`config.mk`:
```
export PLATFORM = sky130hd
export DESIGN_NAME = i2c_domain_arbiter
export DESIGN_NICKNAME = d
export VERILOG_FILES = /design/src/rtl/i2c_domain_arbiter.sv
export SDC_FILE = /design/constraint.sdc
export NUM_CORES = 1
export LEC_CHECK = 0
export ABC_CLOCK_PERIOD_IN_PS = 2000
export CAP_MARGIN = 20
export CORE_MARGIN = 1
export CORE_UTILIZATION = 48
export CTS_CLUSTER_SIZE = 14
export DETAILED_ROUTE_END_ITERATION = 10
export PLACE_DENSITY_LB_ADDON = 0.05
export SYNTH_ARGS = -nofsm -noshare
export SYNTH_HDL_FRONTEND = slang
export SYNTH_SLANG_ARGS = --single-unit
```
`constraint.sdc`:
```
create_clock -name clk -period 2 [get_ports clk]
set_input_delay 0.4 -clock clk [delete_from_list [all_inputs] [get_ports clk]]
set_output_delay 0.4 -clock clk [all_outputs]
set_load 0.01 [all_outputs]
```
`src/rtl/i2c_domain_arbiter.sv`:
```
// ---------------------------------------------------------------------------
// i2c_domain_arbiter
// Shares one I2C read sequencer between two requesters. A round-robin
// arbiter picks an owner, hands its slave address to the sequencer, waits
// (with timeout) for the read byte and returns it to the owner only.
//
// Ports
//   clk, rst                 : clock, synchronous active-high reset
//   req0/req1, addr0/addr1   : level read requests and target addresses
//   gnt0/gnt1                : owner grant, GRANT through RESP
//   rdata0/rdata1            : last byte delivered to each requester
//   rvalid0/rvalid1          : one-cycle response strobe
//   err0/err1                : one-cycle timeout strobe (with rvalid)
//   sys_start, sys_slave_addr: sequencer start pulse and address
//   sys_done, sys_rdata      : sequencer completion strobe and byte
//   domain                   : current/last owner index
//   busy                     : high outside IDLE
// ---------------------------------------------------------------------------
module i2c_domain_arbiter #(
    parameter int TIMEOUT_CYCLES = 4096
) (
    input  logic       clk,
    input  logic       rst,
    input  logic       req0,
    input  logic       req1,
    input  logic [6:0] addr0,
    input  logic [6:0] addr1,
    output logic       gnt0,
    output logic       gnt1,
    output logic [7:0] rdata0,
    output logic [7:0] rdata1,
    output logic       rvalid0,
    output logic       rvalid1,
    output logic       err0,
    output logic       err1,
    output logic       sys_start,
    output logic [6:0] sys_slave_addr,
    input  logic       sys_done,
    input  logic [7:0] sys_rdata,
    output logic       domain,
    output logic       busy
);

    localparam int CW = (TIMEOUT_CYCLES > 2) ? $clog2(TIMEOUT_CYCLES) : 1;
    localparam logic [CW-1:0] CNT_LAST = CW'(TIMEOUT_CYCLES - 1);

    typedef enum logic [2:0] {
        ST_IDLE  = 3'd0,
        ST_GRANT = 3'd1,
        ST_START = 3'd2,
        ST_WAIT  = 3'd3,
        ST_RESP  = 3'd4
    } state_t;

    state_t        state_r,  state_s;
    logic          owner_r,  owner_s;
    logic          last_r,   last_s;
    logic [CW-1:0] cnt_r,    cnt_s;
    logic          gnt0_r,   gnt0_s,   gnt1_r,   gnt1_s;
    logic [7:0]    rdata0_r, rdata0_s, rdata1_r, rdata1_s;
    logic          rvalid0_r, rvalid0_s, rvalid1_r, rvalid1_s;
    logic          err0_r,   err0_s,   err1_r,   err1_s;
    logic          start_r,  start_s;
    logic [6:0]    saddr_r,  saddr_s;
    logic          busy_r,   busy_s;

    // Next-state and next-output computation; pulses default low, state holds.
    always_comb begin
        state_s   = state_r;
        owner_s   = owner_r;
        last_s    = last_r;
        cnt_s     = cnt_r;
        gnt0_s    = gnt0_r;
        gnt1_s    = gnt1_r;
        rdata0_s  = rdata0_r;
        rdata1_s  = rdata1_r;
        rvalid0_s = 1'b0;
        rvalid1_s = 1'b0;
        err0_s    = 1'b0;
        err1_s    = 1'b0;
        start_s   = 1'b0;
        saddr_s   = saddr_r;
        case (state_r)
            ST_IDLE: begin
                if (req0 || req1) begin
                    // Contention goes to whoever was not served last.
                    owner_s = (req0 && req1) ? ~last_r : req1;
                    gnt0_s  = ~owner_s;
                    gnt1_s  = owner_s;
                    state_s = ST_GRANT;
                end else begin
                    state_s = ST_IDLE;
                end
            end
            ST_GRANT: begin
                saddr_s = owner_r ? addr1 : addr0;
                start_s = 1'b1;
                state_s = ST_START;
            end
            ST_START: begin
                cnt_s   = {CW{1'b0}};
                state_s = ST_WAIT;
            end
            ST_WAIT: begin
                // sys_done is checked first so it wins over a same-cycle expiry.
                if (sys_done) begin
                    if (owner_r) begin
                        rdata1_s  = sys_rdata;
                        rvalid1_s = 1'b1;
                    end else begin
                        rdata0_s  = sys_rdata;
                        rvalid0_s = 1'b1;
                    end
                    state_s = ST_RESP;
                end else if (cnt_r == CNT_LAST) begin
                    if (owner_r) begin
                        rdata1_s  = 8'h00;
                        rvalid1_s = 1'b1;
                        err1_s    = 1'b1;
                    end else begin
                        rdata0_s  = 8'h00;
                        rvalid0_s = 1'b1;
                        err0_s    = 1'b1;
                    end
                    state_s = ST_RESP;
                end else begin
                    cnt_s = cnt_r + CW'(1);
                end
            end
            ST_RESP: begin
                last_s  = owner_r;
                gnt0_s  = 1'b0;
                gnt1_s  = 1'b0;
                saddr_s = 7'h00;
                cnt_s   = {CW{1'b0}};
                state_s = ST_IDLE;
            end
            default: begin
                state_s = ST_IDLE;
                gnt0_s  = 1'b0;
                gnt1_s  = 1'b0;
                saddr_s = 7'h00;
                cnt_s   = {CW{1'b0}};
            end
        endcase
        busy_s = (state_s != ST_IDLE);
    end

    // State and registered-output update with synchronous reset.
    always_ff @(posedge clk) begin
        if (rst) begin
            state_r   <= ST_IDLE;
            owner_r   <= 1'b0;
            last_r    <= 1'b1;
            cnt_r     <= {CW{1'b0}};
            gnt0_r    <= 1'b0;
            gnt1_r    <= 1'b0;
            rdata0_r  <= 8'h00;
            rdata1_r  <= 8'h00;
            rvalid0_r <= 1'b0;
            rvalid1_r <= 1'b0;
            err0_r    <= 1'b0;
            err1_r    <= 1'b0;
            start_r   <= 1'b0;
            saddr_r   <= 7'h00;
            busy_r    <= 1'b0;
        end else begin
            state_r   <= state_s;
            owner_r   <= owner_s;
            last_r    <= last_s;
            cnt_r     <= cnt_s;
            gnt0_r    <= gnt0_s;
            gnt1_r    <= gnt1_s;
            rdata0_r  <= rdata0_s;
            rdata1_r  <= rdata1_s;
            rvalid0_r <= rvalid0_s;
            rvalid1_r <= rvalid1_s;
            err0_r    <= err0_s;
            err1_r    <= err1_s;
            start_r   <= start_s;
            saddr_r   <= saddr_s;
            busy_r    <= busy_s;
        end
    end

    assign gnt0           = gnt0_r;
    assign gnt1           = gnt1_r;
    assign rdata0         = rdata0_r;
    assign rdata1         = rdata1_r;
    assign rvalid0        = rvalid0_r;
    assign rvalid1        = rvalid1_r;
    assign err0           = err0_r;
    assign err1           = err1_r;
    assign sys_start      = start_r;
    assign sys_slave_addr = saddr_r;
    assign domain         = owner_r;
    assign busy           = busy_r;

endmodule

```
==> out/metrics.cfg <==
[outcome]
status = finished, final reports clean

[pwr]
power_density_nw_per_um2 = 660
power_mw = 2.04
p_leak_nw = 1.23
ir_drop_uv = 584

[worst_hold_path]
hold_class = flip-flop to flip-flop
worstHoldStart = sys_slave_addr[2]

[logic_synthesis]
yosysUniqueCellTypes = 45
synth-seq-area-share_pct = 43.4
syn_inst = 237
synthFlopType = dfxtp_1
syn_area_per_cell_um2 = 9.34
syn-cell-area_um2 = 2210
syn-num-nets = 265
async_flop_share_pct = 0
synth_edf_count = 0
synth_warnings = 0
ys_ff_latch = 48

[timing]
fin_crit_sh_pct = 88.8
timing.hold.ws_ns = 0.462
max_clock_freq_mhz = 563
clock_skew_ns = 0.00504
grt_setup_unrepaired = false
relSlewSlack_pct = 67.2
min_period_ns = 1.78
finalHoldViolCount = 0
tns_ns = 0
setup_slack_ns = 0.225
setup_viol_count_final = 0
tightest_slew_ns = 0.489
slew_violations = 0

[die]
dieHeight_um = 69.9
coreArea_um2 = 4380
start_util_pct = 50.5
die_w_um = 69.9
num_rows = 24
die_area_um2 = 4890
ioPinCount = 59

[global_route]
grt_pass1_vias = 1861
overflow = 0
grt_use_total_pct = 21.6
grt_max_degree = 30
antenna_found_initial = 0
grt_pass1_wl_um = 8420

[clock_network]
cts_tree = yes
clockBufferDepth = 2
clock-root-buffer = clkbuf_8
postCtsHoldBufs = 0
htreeDepth = 2
clk_latency_ns = 0.30
cts_inserted_buffers = 5
cts_sinks = 48
path_clk_slew_ns = 0.09

[cells_and_area]
design_area_um2 = 3090
final_util_pct = 70.4
nets = 343
stdcell_count = 368
final_common_cell = clkdlybuf4s50_1
nFillCells = 357
regArea_um2 = 961
area_growth_pct = 39.5
drive_gt1_share_pct = 13.6
multi_input_area_um2 = 1160
n_antenna_cell = 0
final_cell_mix = 58 x clkdlybuf4s50_1, 48 x dfxtp_1, 28 x mux2i_1, 27 x nand2_1, 23 x buf_4

[placement]
dp_slack_ns = -0.0255
gp_congestion = 0.884
dp_cells = 358
dp_hpwl_um = 3690
place_area_um2 = 2950
portBuffers = 58

[detailed_routing]
viasPerCell = 5.44
drt_iter0_drc = 139
totalWireLength_um = 5040
vias = 2003
drt_first_pass_iters = 4
drc_errors = 0
ant_nets = 0
routedWlPerCell_um = 13.7

[critical_path]
arrival_ns = 2.01
worst-path-max-fanout = 5
worst_setup_path_end_kind = flip-flop
crit_family = simple AND/OR/NAND/NOR gates
required_ns = 2.23
startpoint_type = flip-flop
slowest_stage = or4_2
path_buf_inv = 1
slowest_delay_ns = 0.63
r2r_start = cnt_r[0]
startpoint = cnt_r[0]
cp_cell_sequence = ha_1, nand2_1, nor4_1, buf_4, or4_2, a21oi_1
critPathKind = flip-flop to flip-flop

[flow_run]
max_cap_violations = 0

layer usage:
layer / vias up / share of wire (%) / track usage, %
li1: 1010 / - / -
met5: - / 0 / 0
met4: 0 / 2.3 / 7.56
met2: 68 / 45 / 35.5
met3: 11 / 6.2 / 5.34
met1: 914 / 47 / 27.6
timing repair:
item | CTS | global route
gates resized for setup | 0 | 0
setup buffers | 2 | 0
setup endpoints to repair | 1 | 0
registers in the layout, indices dropped and copies added (netlist names), 3 cells and up:
name / flops
cnt_r: 12
rdata0: 8
rdata1: 8
sys_slave_addr: 7
state_r: 3
synth_stat cells, drive strengths merged, types with 2 or more instances:
cell type | n | area [um^2]
or4 | 2 | 16.3
nand2b | 18 | 113
o21ai | 10 | 50.1
a2111o | 3 | 33.8
buf | 7 | 52.5
nand4 | 9 | 56.3
nor3 | 7 | 35.0
nand3b | 9 | 67.6
nor2b | 2 | 12.5
mux2i | 28 | 280
a211oi | 3 | 22.5
nor2 | 10 | 40.0
and4 | 2 | 18.8
or3 | 7 | 45.1
nand3 | 5 | 35.0
and3 | 2 | 13.8
dfxtp | 48 | 961
nand2 | 27 | 101
o31ai | 3 | 22.5
or2 | 3 | 18.8
a21oi | 10 | 50.1
inv | 5 | 18.8
clkbuf | 3 | 11.3
final timing paths:
kind	to	slack (ns)	cells after the start
hold reg to reg	sys_slave_addr[2]	0.46	2
setup reg to reg	cnt_r[2]	0.22	6
hold / removal	sys_slave_addr[2]	0.46	2
setup / recovery	cnt_r[2]	0.22	6
cell families after synthesis:
| group | Yosys count | synth area share (%) |
|---|---|---|
| flops | 48 | 43.4 |
| simple gates | 107 | 27.2 |
| buf+inv | 16 | 4.13 |
| mux | 28 | 12.7 |
| fa+ha+maj | 1 | 0.565 |
| compound gates | 37 | 12.0 |
power breakdown:
group | internal, mW | total, mW | switching (mW)
logic | 0.180 | 0.339 | 0.159
clock network | 0.371 | 0.679 | 0.308
registers | 0.991 | 1.02 | 0.0264
total | 1.54 | 2.04 | 0.494
worst min-delay path, cell delays in order, from the launching register on:
cell	delay, ns
dfxtp_1	0.33
nand2_1	0.04
o21ai_0	0.05
final cells by class:
class                           instances  area share, %
Multi-Input combinational cell        173           37.6
Sequential cell                        48           31.1
Timing Repair Buffer                   82           25.1
Clock buffer                            6           2.35
Tap cell                               52           2.11
Clock inverter                          2           1.13
Inverter                                5          0.608
Note: power is estimated with default switching activity, not from simulation.
